`src/rtl/alarm_pkg.sv`:
```
// Shared types and default timing for the alarm siren controller.
// Holds the FSM state encoding and the counter-width helper used by the top.
package alarm_pkg;

  typedef enum logic [1:0] {
    IDLE    = 2'd0,
    SND_ON  = 2'd1,
    SND_OFF = 2'd2
  } alarm_state_e;

  localparam int DEF_BEEP_ON  = 4;
  localparam int DEF_BEEP_OFF = 4;
  localparam int DEF_TIMEOUT  = 64;

  // A counter that must hold 0..n-1 needs $clog2(n) bits, but never fewer than one.
  function automatic int cnt_width(input int n);
    return (n > 1) ? $clog2(n) : 1;
  endfunction

endpackage

```
`src/rtl/rise_detect.sv`:
```
// Registers a level input and flags the cycle where it goes from 0 to 1.
// The registered copy resets to 0, so a level already high at reset release counts as a rise.
module rise_detect (
  input  logic clk,
  input  logic reset,
  input  logic d,
  output logic rise
);

  logic d_q;

  always_ff @(posedge clk or posedge reset) begin
    if (reset) d_q <= 1'b0;
    else       d_q <= d;
  end

  assign rise = d & ~d_q;

endmodule

```
`src/rtl/alarm_siren_ctrl.sv`:
```
// Alarm siren controller: starts a beeping episode on each alarm rise and ends it
// on operator ack or after TIMEOUT active cycles; counts episodes up to 255.
module alarm_siren_ctrl
  import alarm_pkg::*;
#(
  parameter int BEEP_ON  = DEF_BEEP_ON,
  parameter int BEEP_OFF = DEF_BEEP_OFF,
  parameter int TIMEOUT  = DEF_TIMEOUT
) (
  input  logic         clk,
  input  logic         reset,
  input  logic         alarm_bit,
  input  logic         ack,
  output logic         siren,
  output logic         alarm_active,
  output logic         timed_out,
  output logic [7:0]   event_count,
  output alarm_state_e dbg_state
);

  localparam int PH_MAX = (BEEP_ON > BEEP_OFF) ? BEEP_ON : BEEP_OFF;
  localparam int PW     = cnt_width(PH_MAX);
  localparam int AW     = cnt_width(TIMEOUT);

  localparam logic [PW-1:0] ON_LAST  = PW'(BEEP_ON - 1);
  localparam logic [PW-1:0] OFF_LAST = PW'(BEEP_OFF - 1);
  localparam logic [AW-1:0] ACT_LAST = AW'(TIMEOUT - 1);

  alarm_state_e  state_q, state_d;
  logic [PW-1:0] phase_q, phase_d;
  logic [AW-1:0] act_q, act_d;
  logic          timed_out_q, timed_out_d;
  logic [7:0]    count_q, count_d;
  logic          rise;

  rise_detect u_rise (
    .clk   (clk),
    .reset (reset),
    .d     (alarm_bit),
    .rise  (rise)
  );

  always_ff @(posedge clk or posedge reset) begin
    if (reset) begin
      state_q     <= IDLE;
      phase_q     <= '0;
      act_q       <= '0;
      timed_out_q <= 1'b0;
      count_q     <= '0;
    end else begin
      state_q     <= state_d;
      phase_q     <= phase_d;
      act_q       <= act_d;
      timed_out_q <= timed_out_d;
      count_q     <= count_d;
    end
  end

  // Edge priority: rise, then ack, then timeout, then the beep-phase flip.
  always_comb begin
    state_d     = state_q;
    phase_d     = phase_q;
    act_d       = act_q;
    timed_out_d = timed_out_q;
    count_d     = count_q;
    if (rise) begin
      state_d     = SND_ON;
      phase_d     = '0;
      act_d       = '0;
      timed_out_d = 1'b0;
      if (count_q != 8'hFF) count_d = count_q + 8'd1;
    end else begin
      case (state_q)
        IDLE: ;
        SND_ON, SND_OFF: begin
          if (ack) begin
            state_d = IDLE;
          end else if (act_q == ACT_LAST) begin
            state_d     = IDLE;
            timed_out_d = 1'b1;
          end else begin
            act_d = act_q + AW'(1);
            if (state_q == SND_ON && phase_q == ON_LAST) begin
              state_d = SND_OFF;
              phase_d = '0;
            end else if (state_q == SND_OFF && phase_q == OFF_LAST) begin
              state_d = SND_ON;
              phase_d = '0;
            end else begin
              phase_d = phase_q + PW'(1);
            end
          end
        end
        default: state_d = IDLE;
      endcase
    end
  end

  // Outputs come straight from registers so reset clears them without waiting for clk.
  assign siren        = (state_q == SND_ON);
  assign alarm_active = (state_q != IDLE);
  assign timed_out    = timed_out_q;
  assign event_count  = count_q;
  assign dbg_state    = state_q;

endmodule

```
`config.mk`:
```
export PLATFORM = sky130hd
export DESIGN_NAME = alarm_siren_ctrl
export DESIGN_NICKNAME = d
export VERILOG_FILES = /design/src/rtl/alarm_pkg.sv /design/src/rtl/rise_detect.sv /design/src/rtl/alarm_siren_ctrl.sv
export SDC_FILE = /design/constraint.sdc
export NUM_CORES = 1
export LEC_CHECK = 0
export ABC_CLOCK_PERIOD_IN_PS = 2300
export CAP_MARGIN = 15
export CORE_MARGIN = 3
export CORE_UTILIZATION = 47
export DETAILED_ROUTE_END_ITERATION = 8
export PLACE_DENSITY = 0.72
export SLEW_MARGIN = 20
export SYNTH_ARGS = -nofsm -noshare
export SYNTH_HDL_FRONTEND = slang
export SYNTH_SLANG_ARGS = --single-unit
```
`constraint.sdc`:
```
create_clock -name clk -period 2.3 [get_ports clk]
set_input_delay 0.69 -clock clk [delete_from_list [all_inputs] [get_ports clk]]
set_output_delay 0.69 -clock clk [all_outputs]
set_load 0.01 [all_outputs]
```
=== Word-level counts from Yosys, hierarchy flattened ===
Cells that the tools add are included.

* Flip-flop bits (word level): 20

* Add/sub/neg operators: 3
* Eq/ne operators: 9
* Mux-type cells: 20
* Bitwise operators: 2
* Reductions and logical operators: 11

{| class="wikitable"
|+ Operators by type and width
! kind !! number
|-
| 6-bit 2-to-1 mux || 4
|-
| 2-bit 2-to-1 mux || 11
|-
| 8-bit by 1-bit adder with 8-bit output, second input constant || 1
|-
| 8-bit inequality test, second input constant || 1
|-
| 6-bit by 1-bit adder with 6-bit output, second input constant || 1
|-
| 6-bit equality test, second input constant || 1
|-
| 6-bit inequality test, second input constant || 1
|-
| 3-bit AND reduction || 2
|-
| 2-bit nonzero test || 3
|-
| 2-bit equality test, second input constant || 2
|-
| 1-bit 2-to-1 mux || 4
|-
| 2-bit inequality test, second input constant || 2
|-
| 2-bit one-hot mux with 2 select lines || 1
|-
| 2-bit AND reduction || 2
|-
| 2-bit by 1-bit adder with 2-bit output, second input constant || 1
|-
| 2-bit by 1-bit equality test with 1-bit output, second input constant || 1
|-
| 1-bit logical AND || 2
|-
| 2-bit logical NOT || 1
|-
| 2-bit by 1-bit inequality test with 1-bit output, second input constant || 1
|-
| 2-bit OR reduction || 1
|-
| 1-bit bitwise AND || 1
|-
| 1-bit NOT || 1
|}

=== Longest topological paths before layout ===
Gate-level depths: netlist (run 1).

* Word-level depth: 8
* Depth in mapped cells: 6

=== By module ===
A second synthesis (run 1) with hierarchy kept.

* Cells, all modules: 99
* Area total of the unflattened synthesis: 1042.2 um2

{| class="wikitable"
|+ Modules (own cells, without submodules)
! module !! times used !! cells each !! area each (um2) !! sequential area each (um2)
|-
| alarm_siren_ctrl || 1 || 96 || 999.7 || 475.5
|-
| rise_detect || 1 || 3 || 42.5 || 25.0
|}

=== Worst setup path before layout (run 1) ===
Ideal clock, no wire load.

* Path type: flip-flop to output port
* Start: reg state_q[0] (netlist: dbg_state[0])
* End: out alarm_active
* Arrival: 0.815 ns
* Path slack: 0.795 ns
* Stages on the path, launching flop included: 4
* Cells stage by stage: dfrtp_1 -> inv_1 -> ha_1 -> inv_1

* Longest elaborated chain between the ends: 1

{| class="wikitable"
|+ RTL lines
! item !! RTL line !! text
|-
| start: declaration || alarm_siren_ctrl.sv:29 || <nowiki>alarm_state_e state_q, state_d;</nowiki>
|-
| start signal: assignment || alarm_siren_ctrl.sv:51 || <nowiki>state_q <= state_d;</nowiki>
|-
| 2-bit nonzero test || alarm_siren_ctrl.sv:101 || <nowiki>assign alarm_active = (state_q != IDLE);</nowiki>
|-
| end: declaration || alarm_siren_ctrl.sv:15 || <nowiki>output logic alarm_active,</nowiki>
|}

No other way between the ends.

=== Worst setup path in the final report (run 1) ===
Ends and elaborated chain as after synthesis.

==> impl_metrics.py, run 1 <==
metrics = {
    "run_status": {
        "status": "completed",
    },
    "routing": {
        "drc_errors": 0,
        "routedWlPerCell_microns": 14.5,
        "drt_iter0_markers": 15,
        "viasPerCell": 5.82,
        "drt_pass1_iterations": 4,
        "detail-route-antenna-nets": 0,
        "wl_mm": 2.33,
        "vias": 937,
    },
    "grt": {
        "grt_pass1_vias": 904,
        "use_met2": 0.248,
        "grt_util_met1": 0.207,
        "gr-usage-met3": 0.0348,
        "grt_pass1_wl_mm": 3.97,
        "grt_usage": 0.158,
        "grt-busiest-layer": "met2",
        "grt_max_degree": 21,
        "antenna_found_initial": 0,
        "grt_overflow": 0,
    },
    "power_and_ir_drop": {
        "cellLeakagePower_nw": 0.627,
        "power_mw": 1.51,
        "irDropWorstVdd_mv": 0.602,
        "power_density_mw_per_mm2": 1050,
    },
    "critical_path": {
        "path_class": "reg -> out",
        "arrival_ns": 1.37,
        "critPathRequiredTime_ns": 1.61,
        "cpPeakStageDelay_ns": 0.40,
        "path_max_fanout": 4,
        "cp_common_cell": "inv_1",
        "crit_slowest_cell": "dfrtp_1",
        "start_kind": "flop",
        "path_cells": "inv_1 -> ha_1 -> inv_1 -> dlygate4sd2_1",
        "endpoint_kind": "primary output",
    },
    "clock_network": {
        "path_clk_slew_ns": 0.12,
        "clk_latency_ns": 0.31,
        "numCtsBuffers": 3,
        "cts_buffer_depth": 2,
        "cts-root-buf": "clkbuf_4",
        "holdBufCountCts": 0,
        "cts_tree": "built",
        "clock_sinks": 20,
        "htreeDepth": 1,
    },
    "yosys": {
        "synth-seq-cells": 20,
        "ys.flop_type": "dfrtp_1",
        "synth-async-reset-ratio": 1.00,
        "synthXorXnorAreaFrac": 0.00753,
        "yosysWarnings": 0,
        "synth_compound_area_frac": 0.145,
        "synth_nets": 121,
        "synth_mux_area_frac": 0.0731,
        "synth_cell_types": 39,
        "netlist_instances": 111,
        "ys_seq_area_frac": 0.430,
        "synth_edf_count": 0,
        "synthAdderAreaFrac": 0.0645,
        "yosys.area_share.simple": 0.247,
        "synthesis.area_sq_mm": 0.00116,
        "syn_avg_cell_area_sq_um": 10.5,
        "synth_top_family_by_area": "simple AND/OR/NAND/NOR gates",
    },
    "place": {
        "dpl_worst_slack_ns": 0.213,
        "gp_congestion": 0.836,
        "place_inst": 155,
        "io_buffers": 16,
        "dp_hpwl_mm": 1.67,
    },
    "final_layout": {
        "synthToLayoutAreaGrowth_pct": 22.9,
        "final_common_cell": "dfrtp_1",
        "nets": 144,
        "final_cells": 161,
        "antenna_cells": 0,
        "drive_gt1_frac": 0.128,
        "mostFrequentLayoutCells": "dfrtp_1 (20), clkdlybuf4s50_1 (14), nand2_1 (7)",
        "fin_util": 0.628,
    },
    "floorplanning": {
        "rows": 17,
        "fp.dieArea_sq_mm": 0.00311,
        "coreArea_sq_mm": 0.00228,
        "fp.dieW_microns": 55.8,
        "io_pins": 17,
        "initial_core_util": 0.511,
        "fp.dieH_microns": 55.8,
    },
    "timing": {
        "drv_slew": 0,
        "fin_skew_ns": 0.00574,
        "tightest_slew_ns": 0.268,
        "final-hold-violation-count": 0,
        "fin_crit_sh": 0.898,
        "max-slew-margin-rel": 0.821,
        "rsz0062_at_grt": "false",
        "setup_slack_ns": 0.235,
        "fmax_ghz": 0.484,
        "finalSetupTns_ns": 0,
        "setup_viol": 0,
        "finalCriticalPeriod_ns": 2.06,
    },
    "worst_hold_path": {
        "hp-class": "reg -> reg",
    },
    "run": {
        "max-cap-violations": 0,
    },
}
## cell usage after synthesis, types with 2 or more instances
master	number	area share
dfrtp_1	20	0.43
nand2_1	7	0.023
a21oi_1	6	0.026
ha_1	6	0.065
inv_1	6	0.019
nand2b_1	6	0.032
nand4_1	6	0.032
mux2_1	4	0.039
mux2i_1	4	0.034
a31oi_1	3	0.016
and3_1	3	0.016
o21ai_0	3	0.013
a2bb2oi_1	2	0.015
buf_4	2	0.013
nand3_1	2	0.0086
nand3b_1	2	0.013
nor2_1	2	0.0065
nor3_1	2	0.0086
nor3_2	2	0.017
o2111a_1	2	0.019
o211ai_1	2	0.013
o21ai_2	2	0.015
## layer usage
metal / share of wire / up-vias
met4: 0.020 / 0
met1: 0.49 / 448
met2: 0.45 / 22
li1: - / 462
met5: 0 / -
met3: 0.037 / 5
## final cells by class
cell class                      count  area, sq um
Clock inverter                      1         30.0
Multi-Input combinational cell     83          628
Sequential cell                    20          500
Clock buffer                        3         22.5
Tap cell                           28         35.0
Fill cell                         192          846
Timing Repair Buffer               20          191
Inverter                            6         22.5
## power by group
part / internal (mW) / switching, mW / leakage (nW) / total, mW
logic: 0.320 / 0.288 / 0.342 / 0.608
registers: 0.458 / 0.146 / 0.257 / 0.604
clock network: 0.176 / 0.118 / 0.0279 / 0.294
## through the flow
step | cell area [sq um] | hold slack [ns]
after floorplan | 1160 | 0.519
after global routing | 1430 | 0.577
final | 1430 | 0.520
after detailed placement | 1360 | 0.502
after global placement | 1360 | 0.506
after CTS | 1430 | 0.531
## final timing paths
check / cells past startpoint / slack (ns) / startpoint / endpoint
setup / recovery: 4 / 0.24 / dbg_state[0] / alarm_active
max in group asynchronous: 3 / 1.39 / reset / phase_q[1]
min in group asynchronous: 3 / 0.70 / reset / event_count[7]
setup reg to reg: 4 / 0.65 / event_count[0] / event_count[1]
hold / removal: 2 / 0.52 / timed_out / timed_out
hold reg to reg: 2 / 0.52 / timed_out / timed_out
## critical path: cells and delay by family, from the launching register on
kind,cells,cell delay [ns]
buffers and inverters,3,0.44
adders and majority gates,1,0.22
DFF,1,0.40
## cells by family after synthesis
group	after synthesis
XOR/XNOR	1
adder cells (fa/ha/maj)	6
AO/OA/AOI/OAI	24
flip-flops	20
AND/OR/NAND/NOR	44
buffers and inverters	8
multiplexers	8
## repair_timing
action | CTS | global route
setup endpoints to repair | 2 | 1
cloned | 0 | 0
gates resized for setup | 1 | 2
setup buffers | 2 | 0
## state kept, by name, summed over array words and instances, names as in the netlist
register	cells
phase_q	2
act_q	6
u_rise.d_q	1
timed_out	1
event_count	8
dbg_state	2
Power figures use the tool's default switching activity.
==> run 2, diff against run 1 <==
- SKIP_LAST_GASP: unset -> 1
==> results of run 2 <==
The final DEF is identical to that of run 1; final timing and power are the same.
==> run 3, diff against run 2 <==
- CAP_MARGIN: 15 -> 10
==> results of run 3 <==
The final DEF is identical to that of run 1; final timing and power are the same.
